File: config.mk
export PLATFORM = sky130hd
export DESIGN_NAME = uart_rx_param
export DESIGN_NICKNAME = d
export VERILOG_FILES = /design/src/rtl/uart_pkg.sv /design/src/rtl/uart_rx_sampler.sv /design/src/rtl/uart_rx_param.sv
export SDC_FILE = /design/constraint.sdc
export NUM_CORES = 1
export LEC_CHECK = 0
export BUFFER_PORTS_ARGS = -buffer_cell sky130_fd_sc_hd__buf_2
export CAP_MARGIN = 20
export CELL_PAD_IN_SITES_DETAIL_PLACEMENT = 0
export CELL_PAD_IN_SITES_GLOBAL_PLACEMENT = 1
export CORE_ASPECT_RATIO = 1.75
export CORE_UTILIZATION = 48
export CTS_BUF_LIST = sky130_fd_sc_hd__clkbuf_8
export DETAILED_ROUTE_END_ITERATION = 8
export PLACE_DENSITY = 0.85
export SYNTH_ARGS = -nofsm -noshare
export SYNTH_HDL_FRONTEND = slang
export SYNTH_HIERARCHICAL = 1
export SYNTH_SLANG_ARGS = --single-unit
File: constraint.sdc
create_clock -name clk -period 2.32 [get_ports clk]
set_input_delay 0.232 -clock clk [delete_from_list [all_inputs] [get_ports clk]]
set_output_delay 0.232 -clock clk [all_outputs]
set_load 0.03 [all_outputs]
File: src/rtl/uart_pkg.sv
// Definitions shared by the parametrised UART receiver and the future transmitter.
package uart_pkg;

   localparam int PAR_NONE = 0;
   localparam int PAR_ODD  = 1;
   localparam int PAR_EVEN = 2;

   typedef enum logic [2:0] {
      ST_IDLE,
      ST_START,
      ST_DATA,
      ST_PAR,
      ST_STOP,
      ST_BREAK
   } uart_state_e;

   function automatic int clog2(input int value);
      int result;
      result = 0;
      while ((1 << result) < value) result++;
      return result;
   endfunction

endpackage

File: src/rtl/uart_rx_sampler.sv
// Two-flop synchroniser on the serial line followed by a 3-sample majority voter.
module uart_rx_sampler (
   input  logic clk,
   input  logic rst,
   input  logic line_in,
   output logic line_sync,
   output logic vote
);

   logic       sync1_q, sync1_d;
   logic       sync2_q, sync2_d;
   logic [1:0] hist_q, hist_d;

   always_comb begin
      sync1_d = line_in;
      sync2_d = sync1_q;
      hist_d  = {hist_q[0], sync2_q};
   end

   // Everything resets to the idle line level so reset never looks like a start bit.
   always_ff @(posedge clk) begin
      if (rst) begin
         sync1_q <= 1'b1;
         sync2_q <= 1'b1;
         hist_q  <= 2'b11;
      end else begin
         sync1_q <= sync1_d;
         sync2_q <= sync2_d;
         hist_q  <= hist_d;
      end
   end

   assign line_sync = sync2_q;
   assign vote      = (sync2_q & hist_q[0]) | (sync2_q & hist_q[1]) | (hist_q[0] & hist_q[1]);

endmodule

File: src/rtl/uart_rx_param.sv
// Parametrised UART receiver: mid-bit majority sampling, optional parity,
// one or two stop bits, false-start rejection and break handling.
module uart_rx_param
   import uart_pkg::*;
#(
   parameter int CLKS_PER_BIT = 8,
   parameter int DATA_BITS    = 8,
   parameter int PARITY       = PAR_NONE,
   parameter int STOP_BITS    = 1
) (
   input  logic                 clk,
   input  logic                 rst,
   input  logic                 data_line,
   output logic                 data_flag,
   output logic [DATA_BITS-1:0] data_byte,
   output logic                 parity_err,
   output logic                 frame_err,
   output logic                 busy
);

   localparam int CNT_W = clog2(CLKS_PER_BIT);
   localparam int IDX_W = clog2(DATA_BITS + 1);
   localparam logic [CNT_W-1:0] HALF_CNT  = CNT_W'(CLKS_PER_BIT / 2);
   localparam logic [CNT_W-1:0] LAST_CNT  = CNT_W'(CLKS_PER_BIT - 1);
   localparam logic [IDX_W-1:0] LAST_DATA = IDX_W'(DATA_BITS - 1);
   localparam logic [IDX_W-1:0] LAST_STOP = IDX_W'(STOP_BITS - 1);

   uart_state_e          state_q, state_d;
   logic [CNT_W-1:0]     cnt_q, cnt_d;
   logic [IDX_W-1:0]     idx_q, idx_d;
   logic [DATA_BITS-1:0] shreg_q, shreg_d;
   logic                 perr_q, perr_d;
   logic                 ferr_q, ferr_d;
   logic                 flag_q, flag_d;
   logic [DATA_BITS-1:0] byte_q, byte_d;
   logic                 par_err_q, par_err_d;
   logic                 frm_err_q, frm_err_d;
   logic                 line_sync, vote, bit_end, exp_par;

   uart_rx_sampler u_sampler (
      .clk       (clk),
      .rst       (rst),
      .line_in   (data_line),
      .line_sync (line_sync),
      .vote      (vote)
   );

   assign bit_end = (cnt_q == LAST_CNT);
   assign exp_par = (PARITY == PAR_EVEN) ? ^shreg_q : ~^shreg_q;

   always_ff @(posedge clk) begin
      if (rst) begin
         state_q   <= ST_IDLE;
         cnt_q     <= '0;
         idx_q     <= '0;
         perr_q    <= 1'b0;
         ferr_q    <= 1'b0;
         flag_q    <= 1'b0;
         byte_q    <= '0;
         par_err_q <= 1'b0;
         frm_err_q <= 1'b0;
      end else begin
         state_q   <= state_d;
         cnt_q     <= cnt_d;
         idx_q     <= idx_d;
         perr_q    <= perr_d;
         ferr_q    <= ferr_d;
         flag_q    <= flag_d;
         byte_q    <= byte_d;
         par_err_q <= par_err_d;
         frm_err_q <= frm_err_d;
      end
   end

   // Only presented through byte_q, so the shifter needs no reset.
   always_ff @(posedge clk) begin
      shreg_q <= shreg_d;
   end

   always_comb begin
      state_d = state_q;
      case (state_q)
         ST_IDLE:  if (!line_sync) state_d = ST_START;
         ST_START: if (cnt_q == HALF_CNT) state_d = vote ? ST_IDLE : ST_DATA;
         ST_DATA:  if (bit_end && idx_q == LAST_DATA)
                      state_d = (PARITY != PAR_NONE) ? ST_PAR : ST_STOP;
         ST_PAR:   if (bit_end) state_d = ST_STOP;
         ST_STOP:  if (bit_end && idx_q == LAST_STOP) state_d = vote ? ST_IDLE : ST_BREAK;
         ST_BREAK: if (line_sync) state_d = ST_IDLE;
         default:  state_d = ST_IDLE;
      endcase
   end

   always_comb begin
      cnt_d     = bit_end ? '0 : cnt_q + CNT_W'(1);
      idx_d     = idx_q;
      shreg_d   = shreg_q;
      perr_d    = perr_q;
      ferr_d    = ferr_q;
      flag_d    = 1'b0;
      byte_d    = byte_q;
      par_err_d = par_err_q;
      frm_err_d = frm_err_q;
      case (state_q)
         ST_IDLE: begin
            cnt_d  = '0;
            idx_d  = '0;
            perr_d = 1'b0;
            ferr_d = 1'b0;
         end
         ST_START: if (cnt_q == HALF_CNT) cnt_d = '0;
         ST_DATA: if (bit_end) begin
            shreg_d = {vote, shreg_q[DATA_BITS-1:1]};
            idx_d   = (idx_q == LAST_DATA) ? '0 : idx_q + IDX_W'(1);
         end
         ST_PAR: if (bit_end && vote != exp_par) perr_d = 1'b1;
         ST_STOP: if (bit_end) begin
            idx_d = idx_q + IDX_W'(1);
            if (!vote) ferr_d = 1'b1;
            // Errored frames are still presented; the consumer decides.
            if (idx_q == LAST_STOP) begin
               flag_d    = 1'b1;
               byte_d    = shreg_q;
               par_err_d = perr_q;
               frm_err_d = ferr_q | ~vote;
            end
         end
         default: ;
      endcase
   end

   always_comb begin
      busy       = (state_q != ST_IDLE);
      data_flag  = flag_q;
      data_byte  = byte_q;
      parity_err = par_err_q;
      frame_err  = frm_err_q;
   end

endmodule

; After elaboration in Yosys (flattened, before gate mapping)
; Index checks and enable logic that the tools add are counted.
[op_classes]
bitwise = 9
n_reduce_logical = 17
addsub = 2
eq_ne = 19
mux = 22
[op_table]
columns = operator, n
row1 = 3-bit 2-to-1 mux, 9
row2 = 2-bit != test (second input constant), 9
row3 = 3-bit one-hot mux with 6 select lines, 1
row4 = 3-bit == test (second input constant), 4
row5 = 4-bit 2-to-1 mux, 3
row6 = 4-bit one-hot mux with 3 select lines, 1
row7 = 3-bit AND reduction, 3
row8 = 8-bit XNOR reduction, 1
row9 = 3-bit by 2-bit == test with 1-bit output (second input constant), 2
row10 = 3-bit one-hot mux with 2 select lines, 1
row11 = 6-bit AND reduction, 1
row12 = 3-bit nonzero test, 2
row13 = 4-bit by 1-bit adder with 4-bit output (second input constant), 1
row14 = 4-bit by 3-bit == test with 1-bit output (second input constant), 1
row15 = 4-bit zero test, 1
row16 = 1-bit 2-to-1 mux, 4
row17 = 1-bit one-hot mux with 2 select lines, 2
row18 = 2-bit AND reduction, 2
row19 = 2-bit nonzero test, 2
row20 = 3-bit by 1-bit adder with 3-bit output (second input constant), 1
row21 = 1-bit AND, 3
row22 = 3-bit by 1-bit == test with 1-bit output (second input constant), 1
row23 = 1-bit logical AND, 3
row24 = 3-bit zero test, 1
row25 = 6 further kinds, 10
[totals]
word_cells = 82
output_inout_bits = 12
reg_bits = 35

; Logic depth before layout (Yosys ltp)
; Gate-level depths: netlist of run 1.
[logic_depth]
word_depth = 7
ltp_mapped = 7
mapped_depth_nobuf = 7

; Modules after synthesis
; The synthesis of run 1 kept the hierarchy.
[by_module_without_submodules]
columns = module, area_per_inst_um2, cells_each, instances
row1 = uart_rx_param, 1440.1, 139, 1
row2 = uart_rx_sampler, 116.4, 9, 1

; Worst setup path after synthesis of run 1
; Ideal clock, no wire load.
[synth_path]
path_type = flip-flop to flip-flop
startpoint = reg cnt_q[0]
endpoint = reg idx_q[2]
setup_ns = 0.078
path_buffers = 0
synth_period_minus_slack_ns = 1.772
setup_slack_ns = 0.548
required_time_ns = 2.242
path_stages_with_launch = 8
t_arrival_ns = 1.694
cell_sequence = dfxtp_1 > ha_1 > ha_1 > nand3b_1 > nor2_1 > o21ai_0 > xor2_1 > nor3_1
[synth_via]
elab_chain_len = 3
word_cells_on_any_way = 4
[synth_lines]
columns = item, line_no
row1 = from (decl), uart_rx_param.sv:29  ; logic [CNT_W-1:0] cnt_q, cnt_d;
row2 = from (signal assigned), uart_rx_param.sv:64  ; cnt_q <= cnt_d;
row3 = 3-bit == test *, uart_rx_param.sv:48  ; assign bit_end = (cnt_q == LAST_CNT);
row4 = 2-bit != test (no line), -
row5 = 3-bit AND reduction (no line) *, -
row6 = to (signal assigned), uart_rx_param.sv:65  ; idx_q <= idx_d;
row7 = to (decl), uart_rx_param.sv:30  ; logic [IDX_W-1:0] idx_q, idx_d;
; Mark *: on every way between the ends. The rest lies on a longest branch, timed or not.
; A chain may end at the register's enable or synchronous reset.

; Worst setup path in the final report of run 1
[layout_path]
startpoint = reg cnt_q[0]
endpoint = reg state_q[0]
[layout_via]
elab_chain_len = 4
word_cells_on_any_way = 9
[layout_lines]
columns = item, line_no
row1 = 3-bit == test, uart_rx_param.sv:48
row2 = 1-bit logical AND (on tied branches), "uart_rx_param.sv:88, uart_rx_param.sv:85"
row3 = 2-bit != test (no line), -
row4 = 6-bit AND reduction (no line) *, -
row5 = to (signal assigned), uart_rx_param.sv:63  ; state_q <= state_d;
row6 = to (decl), uart_rx_param.sv:28  ; uart_state_e state_q, state_d;
; Marked as above.

==> reports/results.ini, run 1 <==
[place]
dpl.cell_count = 201
gp_congestion = 0.824
dp_slack_ns = 0.360
port_buffers = 14
dp_hpwl_um = 1900
dpl_cell_area_mm2 = 0.00166

[cts]
postCtsHoldBufs = 0
cts_tree = yes
post-cts-setup-buffer-count = 0
clk_latency_ns = 0.28
cts_resized = 0
clock-root-buffer = clkbuf_8
clockBufferDepth = 2
clk_pin_slew_ns = 0.07
cts_buffers = 5
htree_levels = 2
clock-sinks = 35

[synth]
syn_area_mm2 = 0.00156
syn-num-nets = 157
ys_warn_count = 6
ys_seq_elements = 35
synthCells = 148
synth.distinct_cells = 39
yosysSeqAreaShare_pct = 50.2
avgSynthCellArea_um2 = 10.5
ys_async_sr_fraction_pct = 0
synth_edf_count = 8
synthFlopType = dfxtp_1

[critical_path]
slowest_delay_ns = 0.41
cp_num_buf_inv = 0
setup.worst_path.end_class = flop
slowest_stage = a2111o_1
critical_path.top_delay_family = compound AO/OA/AOI/OAI gates
crit_fanout = 6
crit_type = flop to flop
cp.required_ns = 2.53
cp_common_cell = ha_1
cp-start-kind = flop
cp_cell_sequence = ha_1 -> ha_1 -> nand4bb_1 -> a32oi_2 -> nand4_2 -> a2111o_1 -> a21oi_1
reg2reg_slack_ns = 0.36
worstPathArrival_ns = 2.17

[final_layout]
area_delta_synth_final_pct = 12.7
final_util_pct = 56.4
drive_gt1_share_pct = 20.5
fin_area_mm2 = 0.00175
fin_cells = 209
antenna-diode-count = 0
fin_nets = 174

[sta]
fin_crit_sh_pct = 84.7
max_slew_margin_pct = 67.3
skew_ns = 0.00727
finalMaxSlewViolations = 0
fin_ws_ns = 0.356
tightest_slew_ns = 0.487
setup_viol = 0
finalCriticalPeriod_ns = 1.96
timing.fmax_mhz = 509
finalSetupTns_ns = 0
rsz0062_at_grt = false
finalHoldViolCount = 0

[floorplanning]
die-area_mm2 = 0.00348
fp.dieH_um = 77.3
core_area_mm2 = 0.00311
ios = 15
row_count = 27
start_util_pct = 50.1
die_w_um = 45.0

[min_path]
hold_class = input pin to flop

[routing]
viasPerCell = 4.95
drt_iter0_drc = 18
drt_wl_total_um = 2700
wl_per_cell_um = 12.9
vias = 1035
drtPass1Iterations = 3
drc_errors = 0
ant_nets = 0

[run]
max_cap_viol_count = 0

[global_routing]
grt_usage_pct = 17.6
grt_pass1_wl_um = 4470
grt_overflow_total = 0
antenna_found_initial = 0
grt_pass1_vias = 1010
grt_max_degree = 26

[pwr]
pwr_density_cell_mw_per_mm2 = 681
ir_worst_vdd_mv = 0.518
p_leak_nw = 0.755

[status]
status = finished clean

-- Yosys cell counts, drive strengths merged (2+ instances only) --
master / number / area share (%)
nand4: 2 / 1.2
nor3b: 2 / 0.96
or2: 6 / 2.4
edfxtp: 8 / 15
nand3b: 2 / 1.8
ha: 6 / 4.8
nor3: 4 / 1.3
o21ai: 3 / 0.96
buf: 3 / 1.4
inv: 8 / 1.9
xor2: 3 / 1.7
a21oi: 7 / 2.5
mux2i: 11 / 7.1
dfxtp: 27 / 35
nand2: 5 / 1.4
and2b: 2 / 0.96
clkbuf: 3 / 0.72
and2: 3 / 1.2
nor2: 22 / 5.3
xnor2: 8 / 4.5
-- layout by cell type, fill, tap and decap left out, types with 3 or more instances in the layout --
| master | n |
|---|---|
| a21oi_1 | 6 |
| edfxtp_1 | 8 |
| or2_1 | 3 |
| nor2_1 | 22 |
| nand2_1 | 4 |
| or2_2 | 3 |
| buf_2 | 14 |
| mux2i_1 | 11 |
| clkbuf_8 | 6 |
| xnor2_1 | 8 |
| nor3_1 | 4 |
| inv_1 | 9 |
| o21ai_0 | 3 |
| and2_1 | 3 |
| xor2_1 | 3 |
| ha_1 | 6 |
| dfxtp_1 | 27 |
-- power by group --
| part | leakage [nW] | total [W] | internal (W) | switching, W |
|---|---|---|---|---|
| Sequential | 0.290 | 0.000652 | 0.000631 | 0.0000211 |
| Clock | 0.0524 | 0.000442 | 0.000235 | 0.000207 |
| Combinational | 0.413 | 0.000101 | 0.0000440 | 0.0000566 |
-- cells by family (layout without fill, tap and decap cells) --
family / after synthesis / in the layout / share of synthesized area, %
compound gates: 16 / 16 / 7.64
xor+xnor: 11 / 11 / 6.19
fa+ha+maj: 7 / 7 / 5.55
buf+inv: 14 / 32 / 4.02
flops: 35 / 35 / 50.2
mux: 11 / 11 / 7.07
simple gates: 54 / 54 / 19.4
-- routing by layer --
layer,global-route usage (%),vias up,share of wire (%)
met5,0,-,0
met4,8.18,0,1.8
met3,4.19,5,2.4
met2,29.0,13,52
met1,20.5,482,44
li1,-,535,-
-- stage by stage --
step,total power [W],hold WS [ns]
floorplan,0.000745,0.329
global placement,0.000764,0.390
detailed placement,0.000767,0.408
CTS,0.00122,0.126
global route,0.00125,0.136
finish,0.00119,0.132
-- path summary, 6_finish.rpt --
path / endpoint / startpoint / cells after the start
max: state_q[0] / cnt_q[0] / 7
max reg2reg: state_q[0] / cnt_q[0] / 7
min: u_sampler/sync1_q / data_line / 2
min reg2reg: u_sampler/line_sync / u_sampler/sync1_q / 1
-- state kept, by name, indices dropped and copies added (netlist names) --
name / count
data_byte: 8
shreg_q: 8
idx_q: 4
cnt_q: 3
state_q: 3
u_sampler/hist_q: 2
data_flag: 1
ferr_q: 1
frame_err: 1
parity_err: 1
perr_q: 1
u_sampler/line_sync: 1
u_sampler/sync1_q: 1
-- area by class of cell --
type / instances / area, µm²
Tap cell: 43 / 53.8
Clock inverter: 2 / 8.76
Sequential cell: 35 / 781
Fill cell: 308 / 1350
Clock buffer: 6 / 82.6
Inverter: 8 / 30.0
Timing Repair Buffer: 16 / 85.1
Multi-Input combinational cell: 99 / 713
Note: power is estimated with default switching activity, not from simulation.
==> inputs of run 2 (changes only) <==
--- a/config.mk
+++ b/config.mk
@@ -10,10 +10,10 @@
 export CELL_PAD_IN_SITES_DETAIL_PLACEMENT = 0
 export CELL_PAD_IN_SITES_GLOBAL_PLACEMENT = 1
 export CORE_ASPECT_RATIO = 1.75
-export CORE_UTILIZATION = 48
+export CORE_UTILIZATION = 43
 export CTS_BUF_LIST = sky130_fd_sc_hd__clkbuf_8
 export DETAILED_ROUTE_END_ITERATION = 8
-export PLACE_DENSITY = 0.85
+export PLACE_DENSITY = 0.81
 export SYNTH_ARGS = -nofsm -noshare
 export SYNTH_HDL_FRONTEND = slang
 export SYNTH_HIERARCHICAL = 1
==> constraint.sdc (replaced) <==
create_clock -name clk -period 1.75 [get_ports clk]
set_input_delay 0.175 -clock clk [delete_from_list [all_inputs] [get_ports clk]]
set_output_delay 0.175 -clock clk [all_outputs]
set_load 0.03 [all_outputs]
==> reports/results.ini, run 2 (synthesis results as in run 1) <==
[status]
status = finished clean

[cts]
clock-root-buffer = clkbuf_8
clk_pin_slew_ns = 0.07
htree_levels = 2
cts_buffers = 5
clock-sinks = 35
clk_latency_ns = 0.29
cts_tree = yes
clockBufferDepth = 2

[sta]
fin_crit_sh_pct = 98.1
skew_ns = 0.00697
max_slew_margin_pct = 69.9
finalCriticalPeriod_ns = 1.72
rsz0062_at_grt = true
setup_viol = 0
finalMaxSlewViolations = 0
timing.fmax_mhz = 583
finalHoldViolCount = 0
tightest_slew_ns = 0.451
holdWs_ns = 0.0664

[floorplanning]
start_util_pct = 45.3
core_area_mm2 = 0.00343
die_w_um = 47.5
die-area_mm2 = 0.00387
row_count = 28
ios = 15
fp.dieH_um = 81.6

[critical_path]
setup.worst_path.end_class = flop
startpoint = cnt_q[0]
cp.required_ns = 1.97
cp-start-kind = flop
crit_type = flop to flop
crit_fanout = 5
worstPathArrival_ns = 1.93
r2r-start = cnt_q[0]

[global_routing]
grt_pass1_vias = 1117
grt_use_met1_pct = 17.3
grt_overflow_total = 0
top_usage_layer = met2
grtUsageMet3_pct = 4.62
grt_usage_pct = 18.6
met2_usage_pct = 33.4
grt_max_degree = 26
grt_pass1_wl_um = 4900
antenna_found_initial = 0

[final_layout]
final_common_cell = dfxtp_1
area_delta_synth_final_pct = 20.0
antenna-diode-count = 0
fin_nets = 185
drive_gt1_share_pct = 28.8
final_cell_mix = dfxtp_1, nor2_1, buf_2
fin_area_mm2 = 0.00187
fin_cells = 222
final_util_pct = 54.4

[routing]
wl_per_cell_um = 13.7
drt_iter0_drc = 21
drtPass1Iterations = 4
drt_wl_total_um = 3040
ant_nets = 0
viasPerCell = 5.15
vias = 1143
drc_errors = 0

[place]
dpl_cell_area_mm2 = 0.00175
dp_hpwl_um = 2330
gp_congestion = 0.907
dpl.cell_count = 214
port_buffers = 14

[min_path]
min_from = data_line
hold_class = input pin to flop

[pwr]
ir_worst_vdd_mv = 0.524
pwr_density_cell_mw_per_mm2 = 847
p_total_w = 0.00158
p_leak_nw = 0.798

[run]
max_cap_viol_count = 0

run 2: metal layers:
| metal | share of wire, % | vias up |
|---|---|---|
| li1 | - | 565 |
| met1 | 37 | 540 |
| met2 | 57 | 28 |
| met3 | 3.1 | 10 |
| met4 | 3.4 | 0 |
| met5 | 0 | - |
run 2: worst paths after layout:
kind,slack [ns],depth (start not counted),end
max reg2reg,0.03,7,state_q[0]
min,0.07,2,u_sampler/sync1_q
max,0.03,7,state_q[0]
min reg2reg,0.40,1,u_sampler/line_sync
run 2: final cells by class:
type | instances | area, µm²
clock inverters | 3 | 12.5
fillers | 337 | 1570
multi-input cells | 99 | 744
repair buffers | 27 | 171
clock buffers | 5 | 68.8
inverters | 8 | 30.0
flip-flops and latches | 35 | 785
well taps | 45 | 56.3
run 2: metrics by stage:
| step | setup TNS (ns) | setup slack (ns) |
|---|---|---|
| 6_report | 0 | 0.0338 |
| 5_1_grt | -0.135 | -0.0660 |
| 4_1_cts | 0 | 0.0174 |
| 3_5_place_dp | -0.166 | -0.137 |
| 3_3_place_gp | 0 | 0.0240 |
| 2_1_floorplan | 0 | 0.0133 |
run 2: timing repair:
| item | 4_1_cts | 5_1_grt |
|---|---|---|
| gates resized for setup | 9 | 0 |
| setup endpoints to repair | 2 | 3 |
| hold buffers | 0 | 0 |
| pin swaps | 4 | 3 |
| buffers inserted | 1 | 0 |
run 2: where the power goes:
group / internal (W) / switching [W]
clock: 0.000267 / 0.000271
sequential: 0.000837 / 0.0000195
combinational: 0.0000901 / 0.0000978
run 2: worst max-delay path: stages, from the launching register on:
cell and delay (ns):
dfxtp_2 0.36, ha_4 0.15, ha_4 0.15, nand4bb_1 0.15, a32oi_2 0.21, nand4_2 0.17
a2111o_1 0.32, a21oi_2 0.14
